## config.mk

```make
export PLATFORM = sky130hd
export DESIGN_NAME = fib_seq_ctrl
export DESIGN_NICKNAME = d
export VERILOG_FILES = /design/src/rtl/fib_seq_ctrl.sv
export SDC_FILE = /design/constraint.sdc
export NUM_CORES = 1
export LEC_CHECK = 0
export ABC_AREA = 0
export BUFFER_PORTS_ARGS = -buffer_cell sky130_fd_sc_hd__buf_2
export CAP_MARGIN = 0
export CORE_AREA = 2 2 59 50
export DETAILED_ROUTE_END_ITERATION = 16
export DIE_AREA = 0 0 61 52
export MAX_ROUTING_LAYER = met4
export PLACE_DENSITY = 0.84
export SYNTH_ARGS = -nofsm -noshare
export SYNTH_HDL_FRONTEND = slang
export SYNTH_SLANG_ARGS = --single-unit
```

## constraint.sdc

```tcl
create_clock -name clk -period 1.5 [get_ports clk]
set_clock_uncertainty 0.2 [all_clocks]
set_input_delay 0.075 -clock clk [delete_from_list [all_inputs] [get_ports clk]]
set_output_delay 0.075 -clock clk [all_outputs]
set_load 0.005 [all_outputs]
```

## src/rtl/fib_seq_ctrl.sv

```systemverilog
// Fibonacci sequence controller: holds the last two terms, drives the external
// 4-bit adder and streams F(0), F(1), ... over a valid/ready handshake.
module fib_seq_ctrl #(
  parameter int unsigned CNT_W = 5
) (
  input  logic             clk,
  input  logic             rst_n,
  input  logic             start,
  input  logic [CNT_W-1:0] n_terms,
  output logic             busy,
  output logic             out_valid,
  input  logic             out_ready,
  output logic [3:0]       fib_out,
  output logic [CNT_W-1:0] term_idx,
  output logic             done,
  output logic             overflow,
  output logic [3:0]       add_a,
  output logic [3:0]       add_b,
  input  logic [3:0]       add_sum,
  input  logic             add_cout
);

  typedef enum logic [1:0] {
    S_IDLE,
    S_EMIT,
    S_DONE
  } state_t;

  state_t           r_state;
  state_t           w_state_nxt;
  logic [3:0]       r_prev;
  logic [3:0]       r_curr;
  logic [CNT_W-1:0] r_idx;
  logic [CNT_W-1:0] r_rem;
  logic             r_ovf_pend;
  logic             r_ovf;

  logic w_start;
  logic w_hs;
  logic w_last;
  logic w_ovf_hit;

  assign w_start = (r_state == S_IDLE) && start;
  assign w_hs    = (r_state == S_EMIT) && out_ready;
  assign w_last  = (r_rem == CNT_W'(1));

  // Carry only matters when the overflowing sum would itself be emitted.
  assign w_ovf_hit = w_hs && !w_last && !r_ovf_pend && add_cout &&
                     (r_rem >= CNT_W'(3));

  always_comb begin
    w_state_nxt = r_state;
    case (r_state)
      S_IDLE: begin
        if (start) begin
          w_state_nxt = (n_terms == '0) ? S_DONE : S_EMIT;
        end
      end
      S_EMIT: begin
        if (w_hs && (w_last || r_ovf_pend)) begin
          w_state_nxt = S_DONE;
        end
      end
      S_DONE:  w_state_nxt = S_IDLE;
      default: w_state_nxt = S_IDLE;
    endcase
  end

  always_ff @(posedge clk or negedge rst_n) begin
    if (!rst_n) begin
      r_state    <= S_IDLE;
      r_prev     <= '0;
      r_curr     <= '0;
      r_idx      <= '0;
      r_rem      <= '0;
      r_ovf_pend <= 1'b0;
      r_ovf      <= 1'b0;
    end else begin
      r_state <= w_state_nxt;
      if (w_start) begin
        r_prev     <= '0;
        r_curr     <= 4'd1;
        r_idx      <= '0;
        r_rem      <= n_terms;
        r_ovf      <= 1'b0;
        r_ovf_pend <= 1'b0;
      end else if (w_hs) begin
        r_rem  <= r_rem - CNT_W'(1);
        r_idx  <= r_idx + CNT_W'(1);
        r_prev <= r_curr;
        r_curr <= add_sum;
        if (w_ovf_hit) begin
          r_ovf_pend <= 1'b1;
          r_ovf      <= 1'b1;
        end
      end
    end
  end

  assign busy      = (r_state != S_IDLE);
  assign out_valid = (r_state == S_EMIT);
  assign done      = (r_state == S_DONE);
  assign fib_out   = r_prev;
  assign term_idx  = r_idx;
  assign overflow  = r_ovf;
  assign add_a     = r_prev;
  assign add_b     = r_curr;

endmodule

```

# --- Word level (Yosys, flattened, before mapping) ---
# Index checks and enable logic that the tools add are counted.
word_totals:
  register_bits: 21
  input_bits: 14
  word_cells: 46
op_classes:
  addsub: 2
  order_cmp: 1
  eq_ne: 5
  muxes: 15
  n_reduce_logical: 17
op_table:
  columns: ["cell", "n"]
  rows:
  - ["$mux W5", 4]
  - ["$mux W4", 4]
  - ["$logic_and A1 B1 Y1", 7]
  - ["$mux W2", 3]
  - ["$reduce_bool A2 Y1", 3]
  - ["$add A5 B1 Y5 const B", 1]
  - ["$eq A5 B1 Y1 const B", 1]
  - ["$ge A5 B2 Y1 const B", 1]
  - ["$logic_not A5 Y1", 1]
  - ["$sub A5 B1 Y5 const B", 1]
  - ["$pmux W2 S2", 1]
  - ["$reduce_and A2 Y1", 2]
  - ["$mux W1", 3]
  - ["$eq A2 B1 Y1 const B", 1]
  - ["$eq A2 B2 Y1 const B", 1]
  - ["$logic_not A1 Y1", 2]
  - ["$logic_not A2 Y1", 1]
  - ["$ne A2 B1 Y1 const B", 1]
  - ["$ne A2 B2 Y1 const B", 1]
  - ["$logic_or A1 B1 Y1", 1]

# --- Depth between registers and ports, before layout ---
logic_depth:
  word_depth: 9
  mapped_depth: 5
  depth_no_buf: 5

# --- Worst setup path after synthesis ---
# No wires, ideal clock.
synth_timing:
  path_type: "reg-to-reg"
  startpoint: "reg r_state[1]"
  endpoint: "reg r_rem[3]"
  t_arrival_ns: 1.222
  required_time_ns: 1.174
  slack_ns: -0.048
  stages_incl_launch_ff: 5
  synth_period_minus_slack_ns: 1.548
  path_cell_list: "dfrtp_1 > nor3b_4 > buf_6 > mux2i_1 > a221o_1"
synth_between:
  elab_chain_cells: 3
  elab_cells_between_ends: 6
synth_lines:
  columns: ["item", "line_no", "source"]
  rows:
  - ["from (decl)", "29", "state_t r_state;"]
  - ["from (signal assigned)", "79", "r_state <= w_state_nxt;"]
  - ["$eq A2 B1 Y1 or $logic_not A2 Y1 (tied branches)", "44, 43", null]
  - ["$logic_and A1 B1 Y1, on equally long branches", "44, 43", null]
  - ["$reduce_bool A2 Y1 (no source line) or $mux W5 (tied branches)", null, null]
  - ["to (signal assigned)", "84", "r_rem <= n_terms;"]
  - ["to (signal assigned)", "88", "r_rem <= r_rem - CNT_W'(1);"]
  - ["to (decl)", "34", "logic [CNT_W-1:0] r_rem;"]
# Several ways; a longest one is shown, not always the timed one.
# A chain may end at the register's enable or synchronous reset.

# --- Final worst setup path ---
layout_timing:
  startpoint: "reg r_state[1]"
  endpoint: "reg r_ovf, in the netlist overflow"
layout_between:
  elab_chain_cells: 8
  elab_cells_between_ends: 12
layout_lines:
  columns: ["item", "line_no", "source"]
  rows:
  - ["$eq A2 B1 Y1", "44", "assign w_hs = (r_state == S_EMIT) && out_ready;"]
  - ["$logic_and A1 B1 Y1", "44", null]
  - ["$logic_and A1 B1 Y1 (4 in series)", "48", "assign w_ovf_hit = w_hs && !w_last && !r_ovf_pend && add_cout &&"]
  - ["$reduce_bool A2 Y1 (no source line)", null, null]
  - ["$reduce_and A2 Y1 (no source line)", null, null]
  - ["to (signal assigned)", "77", "r_ovf <= 1'b0;"]
  - ["to (signal assigned)", "85", "r_ovf <= 1'b0;"]
  - ["to (signal assigned)", "94", "r_ovf <= 1'b1;"]
  - ["to (decl)", "36", "logic r_ovf;"]
# Several ways; a longest one is shown, not always the timed one.

==> out/metrics.cfg <==
[finish]
diodes = 0
layout.nets = 171
final_common_cell = buf_2
final_area_mm2 = 0.00160
drive_gt1_share_pct = 44.7
fillCellCount = 231
syn_to_final_growth_pct = 46.1
final_cell_mix = buf_2 (32), dfrtp_1 (20), dlygate4sd3_1 (13)

[sta]
setup_viol = 20
tightest_slew_ns = 0.504
setup_slack_ns = -0.114
hold_violations = 0
period_share_pct = 108
max_slew_margin_pct = 66.4
setup_tns_ns = -1.36
timing.hold.ws_ns = 0.0541
rsz0062_at_grt = yes
finalCriticalPeriod_ns = 1.61
max_freq_ghz = 0.620
slew_violations = 0

[synth]
netlist_area_mm2 = 0.00110
ys.flop_type = dfrtp_1
synth_warnings = 0
yosysSeqAreaShare_pct = 47.9
synth-seq-cells = 21
synth_fp_nets = 112
synth-async-reset-ratio_pct = 100
syn_inst = 94
synth-edff-count = 0
yosys.cell_types.count = 30
syn_avg_cell_area_um2 = 11.7

[power_and_ir_drop]
leakage_nw = 0.790
combPwrFrac_pct = 53.1
power_density_mw_per_mm2 = 1790
vdd_ir_drop_max_mv = 0.928
p_seq_share_pct = 37.1
clock_power_share_pct = 9.8
switchingPower_mw = 1.09
switching_share_pct = 37.9
power_mw = 2.87
intPower_mw = 1.78

[worst_setup_path]
cp-end-kind = flop
crit_start = r_state[1]
worstPathCellList = buf_6, or3b_2, a22o_1
timing.rr.start = r_state[1]
cp_max_fo = 4
path_class = flop to flop
crit_required_ns = 1.52
crit_path_top_delay_cell = or3b_2
cpPeakStageDelay_ns = 0.51
cp.arrival_ns = 1.63
start_kind = flop

[grt]
grt_pass1_wl_mm = 4.48
grt_antenna_before_repair = 0
grt_pass1_vias = 943
overflow = 0
grt_max_degree = 22
grt_usage_pct = 19.9

[clock_tree]
clock_latency_ns = 0.31
clockRootBuffer = clkbuf_4
clk_pin_slew_ns = 0.13
cts_tree = built
cts_buffer_depth = 2
cts.sinks = 21
numCtsBuffers = 3
h-tree-depth = 1

[floorplan]
start_util_pct = 41.9
num_io_pins = 35
placementRows = 17
die_w_um = 61
dieArea_mm2 = 0.00317
die_y_um = 52
core_mm2 = 0.00262

[detailed_routing]
routed_wl_mm = 2.84
wl_per_cell_um = 14.9
drt-initial-drc-count = 51
dr.pass1.iters = 4
drc = 0
dr_total_vias = 990
vias_per_cell = 5.21
drtAntennaViolNets = 0

[place]
dpl_cell_area_mm2 = 0.00135
port_buffers = 34
gp_congestion = 0.821
hpwl_mm = 1.90

[status]
status = finished, violations left
violations = setup timing

[flow_run]
maxCapViolations = 0

[worst_hold_path]
worstHoldPathType = primary input to async pin

[cells in the mapped netlist (3+ instances only)]
cell,number,area [µm²]
o21ai_0,4,20.0
buf_4,4,30.0
ha_1,4,50.1
nor3_1,3,15.0
a22o_1,9,78.8
inv_1,3,11.3
nor3b_1,4,30.0
nor2_1,6,22.5
a21oi_1,3,15.0
a221o_1,5,50.1
mux2i_1,4,40.0
dfrtp_1,21,526
[cell families after synthesis]
kind of cell | Yosys count | synth area share (%)
mux | 4 | 3.65
simple gates | 31 | 19.3
flops | 21 | 47.9
buf+inv | 11 | 8.10
compound gates | 23 | 16.5
fa+ha+maj | 4 | 4.56
[power groups by stage]
stage	clock network (mW)	registers [mW]	logic, mW
finish	0.280	1.06	1.52
global route	0.317	1.10	1.67
CTS	0.296	1.04	1.41
detailed placement	0	1.04	1.30
global placement	0	1.02	1.26
floorplan	0	1.05	0.793
[layer usage]
layer	wire length [µm]	GRT usage, %	up-vias
li1	-	-	465
met1	1270	25.6	491
met2	1430	31.9	30
met3	107	5.47	4
met4	32	3.26	0
met5	0	-	-
[worst max-delay path, delay by kind of cell, from the launching register on]
family	cells	cell delay, ns
AO/OA/AOI/OAI	1	0.25
buffers and inverters	1	0.13
flip-flops	1	0.42
AND/OR/NAND/NOR	1	0.51
[timing repair]
item / 4_1_cts / 5_1_grt
hold buffers: 13 / 1
gates resized for setup: 6 / 12
setup buffers: 2 / 1
endpoints found under the setup margin: 23 / 24
endpoints found under the hold margin: 33 / 2
pin swaps: 3 / 6
[final timing paths]
check                           slack, ns          to  cells after the start
worst max-delay path                -0.11    overflow                      3
worst min-delay path                 0.05    overflow                      2
worst max register to register      -0.11    overflow                      3
worst min register to register       0.32    add_a[3]                      1
max in group asynchronous            0.69  r_state[0]                      2
min in group clk                     0.32    add_b[3]                      3
[area by class of cell]
cell class,count,area [µm²],share of cell area (%)
well taps,38,47.5,2.97
clock buffers,3,22.5,1.41
multi-input cells,62,533,33.3
repair buffers,62,457,28.5
flip-flops and latches,21,527,32.9
clock inverters,1,5.00,0.312
inverters,3,11.3,0.703
[sequential cells by signal, indices dropped and copies added, names as in the netlist]
signal / count
add_a: 4
add_b: 4
overflow: 1
r_rem: 5
r_state: 2
term_idx: 5
[metrics by stage]
stage	util (%)	instances	setup slack (ns)
finish	61.3	190	-0.114
global route	61.3	190	-0.189
CTS	59.0	189	-0.116
detailed placement	51.6	170	-0.149
global placement	51.6	170	-0.0750
floorplan	-	94	-0.0479
No activity file was read; power rests on OpenSTA's default activity.
